--- src/rtl/uart_rx_fifo.sv ---
// UART 8N1 receiver with a small byte FIFO drained over valid/ready.
// Serial input is double-flopped; framing errors and overruns pulse for one cycle.
module uart_rx_fifo #(
  parameter int unsigned ClksPerBit = 104,
  parameter int unsigned FifoDepth  = 4
) (
  input  logic       clk_i,
  input  logic       rst_i,
  input  logic       rx_i,
  output logic [7:0] data_o,
  output logic       valid_o,
  input  logic       ready_i,
  output logic       frame_err_o,
  output logic       overrun_o,
  output logic       busy_o
);

  localparam int unsigned CntW = $clog2(ClksPerBit);
  localparam int unsigned AW   = $clog2(FifoDepth);

  typedef enum logic [1:0] {
    IDLE,
    START,
    DATA,
    STOP
  } state_e;

  logic            sync1_q;
  logic            rx_s_q;
  logic            prev_q;
  state_e          state_q;
  logic [CntW-1:0] cnt_q;
  logic [2:0]      idx_q;
  logic [7:0]      shift_q;
  logic            busy_q;
  logic            ferr_q;
  logic            ovr_q;

  logic [7:0]      mem_q [FifoDepth];
  logic [AW:0]     wptr_q;
  logic [AW:0]     rptr_q;

  logic fall;
  logic cnt_half;
  logic cnt_last;
  logic push;
  logic pop;
  logic empty;
  logic full;
  logic push_ok;

  always_ff @(posedge clk_i or posedge rst_i) begin
    if (rst_i) begin
      sync1_q <= 1'b1;
      rx_s_q  <= 1'b1;
      prev_q  <= 1'b1;
    end else begin
      sync1_q <= rx_i;
      rx_s_q  <= sync1_q;
      prev_q  <= rx_s_q;
    end
  end

  assign fall     = prev_q & ~rx_s_q;
  assign cnt_half = (cnt_q == CntW'(ClksPerBit / 2 - 1));
  assign cnt_last = (cnt_q == CntW'(ClksPerBit - 1));
  assign push     = (state_q == STOP) & cnt_last & rx_s_q;

  always_ff @(posedge clk_i or posedge rst_i) begin
    if (rst_i) begin
      state_q <= IDLE;
      cnt_q   <= '0;
      idx_q   <= '0;
      shift_q <= '0;
      busy_q  <= 1'b0;
      ferr_q  <= 1'b0;
    end else begin
      ferr_q <= 1'b0;
      unique case (state_q)
        IDLE: begin
          if (fall) begin
            state_q <= START;
            cnt_q   <= '0;
            busy_q  <= 1'b1;
          end
        end
        START: begin
          if (cnt_half) begin
            cnt_q <= '0;
            if (!rx_s_q) begin
              state_q <= DATA;
              idx_q   <= '0;
            end else begin
              state_q <= IDLE;
              busy_q  <= 1'b0;
            end
          end else begin
            cnt_q <= cnt_q + CntW'(1);
          end
        end
        DATA: begin
          if (cnt_last) begin
            cnt_q   <= '0;
            shift_q <= {rx_s_q, shift_q[7:1]};
            idx_q   <= idx_q + 3'd1;
            if (idx_q == 3'd7) state_q <= STOP;
          end else begin
            cnt_q <= cnt_q + CntW'(1);
          end
        end
        STOP: begin
          if (cnt_last) begin
            cnt_q   <= '0;
            state_q <= IDLE;
            busy_q  <= 1'b0;
            ferr_q  <= ~rx_s_q;
          end else begin
            cnt_q <= cnt_q + CntW'(1);
          end
        end
        default: begin
          state_q <= IDLE;
          busy_q  <= 1'b0;
        end
      endcase
    end
  end

  assign empty = (wptr_q == rptr_q);
  assign full  = (wptr_q[AW] != rptr_q[AW]) &&
                 (wptr_q[AW-1:0] == rptr_q[AW-1:0]);
  assign pop     = ~empty & ready_i;
  // A pop in the same cycle frees the slot the push lands in.
  assign push_ok = push & (~full | pop);

  always_ff @(posedge clk_i or posedge rst_i) begin
    if (rst_i) begin
      wptr_q <= '0;
      rptr_q <= '0;
      ovr_q  <= 1'b0;
      for (int i = 0; i < int'(FifoDepth); i++) mem_q[i] <= '0;
    end else begin
      ovr_q <= push & full & ~pop;
      if (pop) rptr_q <= rptr_q + (AW+1)'(1);
      if (push_ok) begin
        mem_q[wptr_q[AW-1:0]] <= shift_q;
        wptr_q <= wptr_q + (AW+1)'(1);
      end
    end
  end

  assign data_o      = mem_q[rptr_q[AW-1:0]];
  assign valid_o     = ~empty;
  assign frame_err_o = ferr_q;
  assign overrun_o   = ovr_q;
  assign busy_o      = busy_q;

endmodule

--- config.mk ---
export PLATFORM = sky130hd
export DESIGN_NAME = uart_rx_fifo
export DESIGN_NICKNAME = d
export VERILOG_FILES = /design/src/rtl/uart_rx_fifo.sv
export SDC_FILE = /design/constraint.sdc
export NUM_CORES = 1
export LEC_CHECK = 0
export BUFFER_PORTS_ARGS = -buffer_cell sky130_fd_sc_hd__buf_2
export CORE_ASPECT_RATIO = 0.6
export CORE_UTILIZATION = 54
export DETAILED_ROUTE_END_ITERATION = 16
export GPL_ROUTABILITY_DRIVEN = 0
export GPL_TIMING_DRIVEN = 1
export MAX_ROUTING_LAYER = met4
export PLACE_DENSITY = 0.82
export SLEW_MARGIN = 20
export SYNTH_ARGS = -nofsm -noshare
export SYNTH_HDL_FRONTEND = slang
export SYNTH_SLANG_ARGS = --single-unit
--- constraint.sdc ---
create_clock -name clk_i -period 1.8 [get_ports clk_i]
set_input_delay 0.27 -clock clk_i [delete_from_list [all_inputs] [get_ports clk_i]]
set_output_delay 0.27 -clock clk_i [all_outputs]
set_load 0.005 [all_outputs]
Yosys cells after proc, flatten, opt, wreduce, memory -nomap -nowiden
Cells that the tools add are included.
- add/sub/neg operators: 4
- bitwise gates (word level): 14
- reduce and logical (&&, ||, !) cells: 10
- order comparisons: 3
- eq/ne operators: 16
- multiplexer cells: 28
- operator list (kind ; count):
    $bwmux 32 ; 1
    $mux 8 ; 3
    $mux 7 ; 3
    $pmux 7 s3 ; 1
    $bmux 8 s2 ; 1
    $demux 8 s2 ; 1
    $ne 2x2->1 const B ; 7
    $mux 2 ; 6
    $reduce_and 5->1 ; 2
    $add 3x1->3 const B ; 3
    $mux 3 ; 3
    $pmux 2 s4 ; 1
    $add 7x1->7 const B ; 1
    $and 1x1->1 ; 7
    $eq 7x6->1 const B ; 1
    $eq 7x7->1 const B ; 1
    $ge 3x3->1 const B ; 2
    $mux 1 ; 6
    $not 2->3 ; 2
    $pmux 3 s2 ; 1
    $eq 2x2->1 const B ; 2
    $not 1->1 ; 4
    $reduce_and 4->1 ; 1
    $eq 3x3->1 ; 1
    13 further kinds ; 14
- word-level logic and storage cells: 91
- output and inout port bits: 12
- flip-flop bits (word level): 64
- input port bits: 4

Longest topological paths before layout
- depth in word-level cells: 6
- gate-level depth with buffers: 6
- gate-level depth less buffers: 5

Worst setup path before layout
No wires, ideal clock.
- kind: reg2reg
- from: reg cnt_q[0]
- to: reg mem_q[10] (netlist bit)
- period minus slack after synthesis: 1.950 ns
- path buffers: 1
- required time: 1.675 ns
- cell stages (with the launch flop): 7
- arrival time: 1.825 ns
- setup time: 0.125 ns
- setup slack: -0.150 ns
- cell sequence: dfrtp_1 -> ha_1 -> nand2_1 -> nor4_4 -> and3_1 -> buf_6 -> mux2_4
- cells in the longest elaborated chain, start to end: 4
- ends and longest elaborated chain (what ; line ; RTL):
    from (decl) ; 32 ; logic [CntW-1:0] cnt_q;
    from (signal assigned) ; 98 ; cnt_q <= cnt_q + CntW'(1);
    from (signal assigned) ; 108 ; cnt_q <= cnt_q + CntW'(1);
    from (signal assigned) ; 118 ; cnt_q <= cnt_q + CntW'(1);
    $eq 7x7->1 ; 66 ; assign cnt_last = (cnt_q == CntW'(ClksPerBit - 1));
    $and 1x1->1 (2 in series) ; 67 ; assign push = (state_q == STOP) & cnt_last & rx_s_q;
    $and 1x1->1 ; 134 ; assign push_ok = push & (~full | pop);
    to (signal, indexed assignment) ; 146 ; mem_q[wptr_q[AW-1:0]] <= shift_q;
    to (decl) ; 39 ; logic [7:0] mem_q [FifoDepth];
No other way between the ends.
A chain may end at the register's enable or synchronous reset.

Worst setup path in the final report
- from: reg cnt_q[4]
- to: reg mem_q[27] (netlist bit)
The elaborated chain is that of the path after synthesis.

==> flow_summary.ini <==
[synthesis]
async_flop_share = 1.00
synth_ff_type = dfrtp_1
synth.distinct_cells = 41
ys_seq_area_frac = 0.528
synth_area_mm2 = 0.00304
synth_edf_count = 0
ys_warn_count = 0
synthesis.nets = 229
syn_area_per_cell_um2 = 14.0
ys_ff_latch = 64
syn_inst = 217

[pwr]
p_switching_mw = 1.33
seq_power_share = 0.392
power_frac_comb = 0.295
p_sw_frac = 0.302
internal-power_mw = 3.07
ir_drop_mv = 0.494
fin_total_pwr_mw = 4.40
powerDensity_mw_per_mm2 = 1150
p_leak_nw = 1.84
clkPwrFrac = 0.314

[final_layout]
drive_gt1_frac = 0.469
fill_cells = 328
multi_input_area_mm2 = 0.00149
nets = 282
regArea_mm2 = 0.00161
antenna_cells = 0
utilization = 0.730
area_growth_pct = 25.7

[worst_setup_path]
crit_required_ns = 2.01
end_kind = flip-flop
worstSetupPathType = reg2reg
cp_cell_sequence = nand4bb_4 -> nor4_4 -> buf_6 -> nand3_4 -> mux2_1
cpPeakStageDelay_ns = 0.37
worstPathMaxFanout = 8
timing.critical_path.arrival_ns = 2.06
startpoint_type = flip-flop
critPathSlowestCell = dfrtp_1

[timing]
finalMaxSlewViolations = 0
period_needed_ns = 1.85
slew_headroom = 0.658
hold_viol = 0
setup_ws_ns = -0.0452
max_freq_mhz = 542
worst_pin_slew_ns = 0.509
layout_worst_path_cycle_share = 1.03
setup_viol = 19
fin_skew_ns = 0.00927
rsz0062_at_grt = true

[clock_network]
clk_path_buf_depth = 2
h-tree-depth = 3
path_clk_slew_ns = 0.07
cts_sinks = 64
clockRootBuffer = clkbuf_8
clock_latency_ns = 0.33
numCtsBuffers = 9
cts_tree = done

[floorplan]
rows = 20
fp.dieW_um = 98.8
ioPinCount = 16
die_area_mm2 = 0.00594
die_height_um = 60.1
start_util = 0.581
core_area_mm2 = 0.00523

[grt]
antenna_found_initial = 0
grt_pass1_vias = 1955
grt_remaining_overflow = 0
grt_pass1_wl_um = 10100
grtUsageTotal = 0.244
grt_max_degree = 30

[drt]
drc_errors = 0
drt-total-wl_um = 6700
wl_per_cell_um = 19.7
via_per_inst = 5.78
ant_nets = 0
vias = 1970
firstDrtPassIters = 4
initialDrtViolationCount = 93

[run_status]
violations = negative setup slack
run_status = complete, but fails checks

[placed_design]
dp_hpwl_um = 4310
numPortBuffers = 15

[hold_path]
hold_class = in2reg

[flow_run]
cap_viol_max_count = 0
[final cells by class]
| cell class | instances | share of cell area |
|---|---|---|
| Sequential cell | 64 | 0.421 |
| Multi-Input combinational cell | 141 | 0.390 |
| Timing Repair Buffer | 48 | 0.102 |
| Clock buffer | 13 | 0.0416 |
| Tap cell | 66 | 0.0216 |
| Clock inverter | 3 | 0.0170 |
| Inverter | 6 | 0.00688 |
[layer usage]
metal,GRT usage,wire (um),up-vias
met5,-,0,-
met3,0.0632,263,4
met2,0.349,2960,45
met4,0.0640,27,0
met1,0.346,3460,1016
li1,-,-,905
[state kept, by name, indices dropped and copies added (netlist names), named ones only]
signal,flops
wptr_q,3
rptr_q,3
state_q,1
shift_q,8
busy_o,1
prev_q,1
sync1_q,1
frame_err_o,1
rx_s_q,1
overrun_o,1
mem_q,32
cnt_q,7
idx_q,3
[stage by stage]
step	instances	cell area [um2]	setup WS [ns]	hold slack [ns]	setup TNS (ns)
after floorplan	217	3040	-0.0909	0.274	-1.45
after global placement	313	3330	0.0206	0.282	0
after detailed placement	313	3330	-0.0309	0.286	-0.239
after CTS	334	3620	-0.0496	0.0183	-0.227
after global routing	341	3820	-0.109	0.0109	-2.06
final	341	3820	-0.0452	0.0324	-0.312
[cell families (layout without fill, tap and decap cells)]
kind of cell,after synthesis,in the layout,synth area share
DFF,64,64,0.528
muxes,50,50,0.235
and+or+nand+nor,50,51,0.107
AOI/OAI and AO/OA,25,25,0.0527
buffers and inverters,13,70,0.0235
adders and majority gates,8,8,0.0330
xor gates and xnor gates,7,7,0.0202
[final timing paths]
check / endpoint / slack [ns] / startpoint / depth (start not counted)
min reg2reg: rx_s_q / 0.36 / sync1_q / 0
max in group asynchronous: prev_q / 0.74 / rst_i / 4
min in group asynchronous: rptr_q[1] / 0.48 / rst_i / 3
max reg2reg: mem_q[27] / -0.05 / cnt_q[4] / 5
max: mem_q[27] / -0.05 / cnt_q[4] / 5
min: sync1_q / 0.03 / rx_i / 1
[layout by cell type, fill, tap and decap left out, types with 3 or more instances in the layout]
master / instances
buf_6: 5
nor2_1: 4
inv_1: 4
clkbuf_8: 11
mux2_4: 22
nor3_1: 3
mux2_2: 14
nand3_4: 3
ha_1: 7
nand2_1: 16
dfrtp_1: 59
dfstp_2: 3
nand3_1: 5
mux4_2: 8
and2_1: 5
buf_2: 15
o31ai_1: 3
xnor2_1: 5
a21oi_1: 6
o22ai_1: 4
o21ai_0: 3
buf_4: 22
mux2_1: 6
[cells in the mapped netlist, types with 4 or more instances]
library cell  instances  share of area
inv_1                 5         0.0062
ha_1                  8          0.033
mux2_2               14          0.052
nand2_1              18          0.022
xnor2_1               6          0.017
nand3_1               5         0.0082
a21oi_1               7          0.012
and2_1                5          0.010
o22ai_1               4         0.0082
dfrtp_1              61           0.50
mux2_1               12          0.044
mux2_4               16          0.079
mux4_2                8          0.059
nor2_1                4         0.0049
[power by group through the flow]
stage | logic (mW) | clock network, mW | registers [mW]
2_1_floorplan | 0.681 | 0 | 1.71
3_3_place_gp | 0.991 | 0 | 1.70
3_5_place_dp | 1.02 | 0 | 1.71
4_1_cts | 1.08 | 1.40 | 1.69
5_1_grt | 1.41 | 1.47 | 1.74
6_report | 1.30 | 1.38 | 1.72
[critical path: cells and delay by family, from the launching register on]
kind	cells	cell delay (ns)
simple gates	3	0.79
flops	1	0.37
mux	1	0.37
buf+inv	1	0.20
[repair_timing]
| item | 4_1_cts | 5_1_grt |
|---|---|---|
| pin swaps | 1 | 2 |
| gates resized for setup | 6 | 25 |
| cloned | 1 | 1 |
| setup buffers | 3 | 6 |
| endpoints found under the hold margin | 15 | 0 |
| setup endpoints to repair | 23 | 52 |
| hold buffers | 1 | 0 |
(Power assumes the default switching activity.)
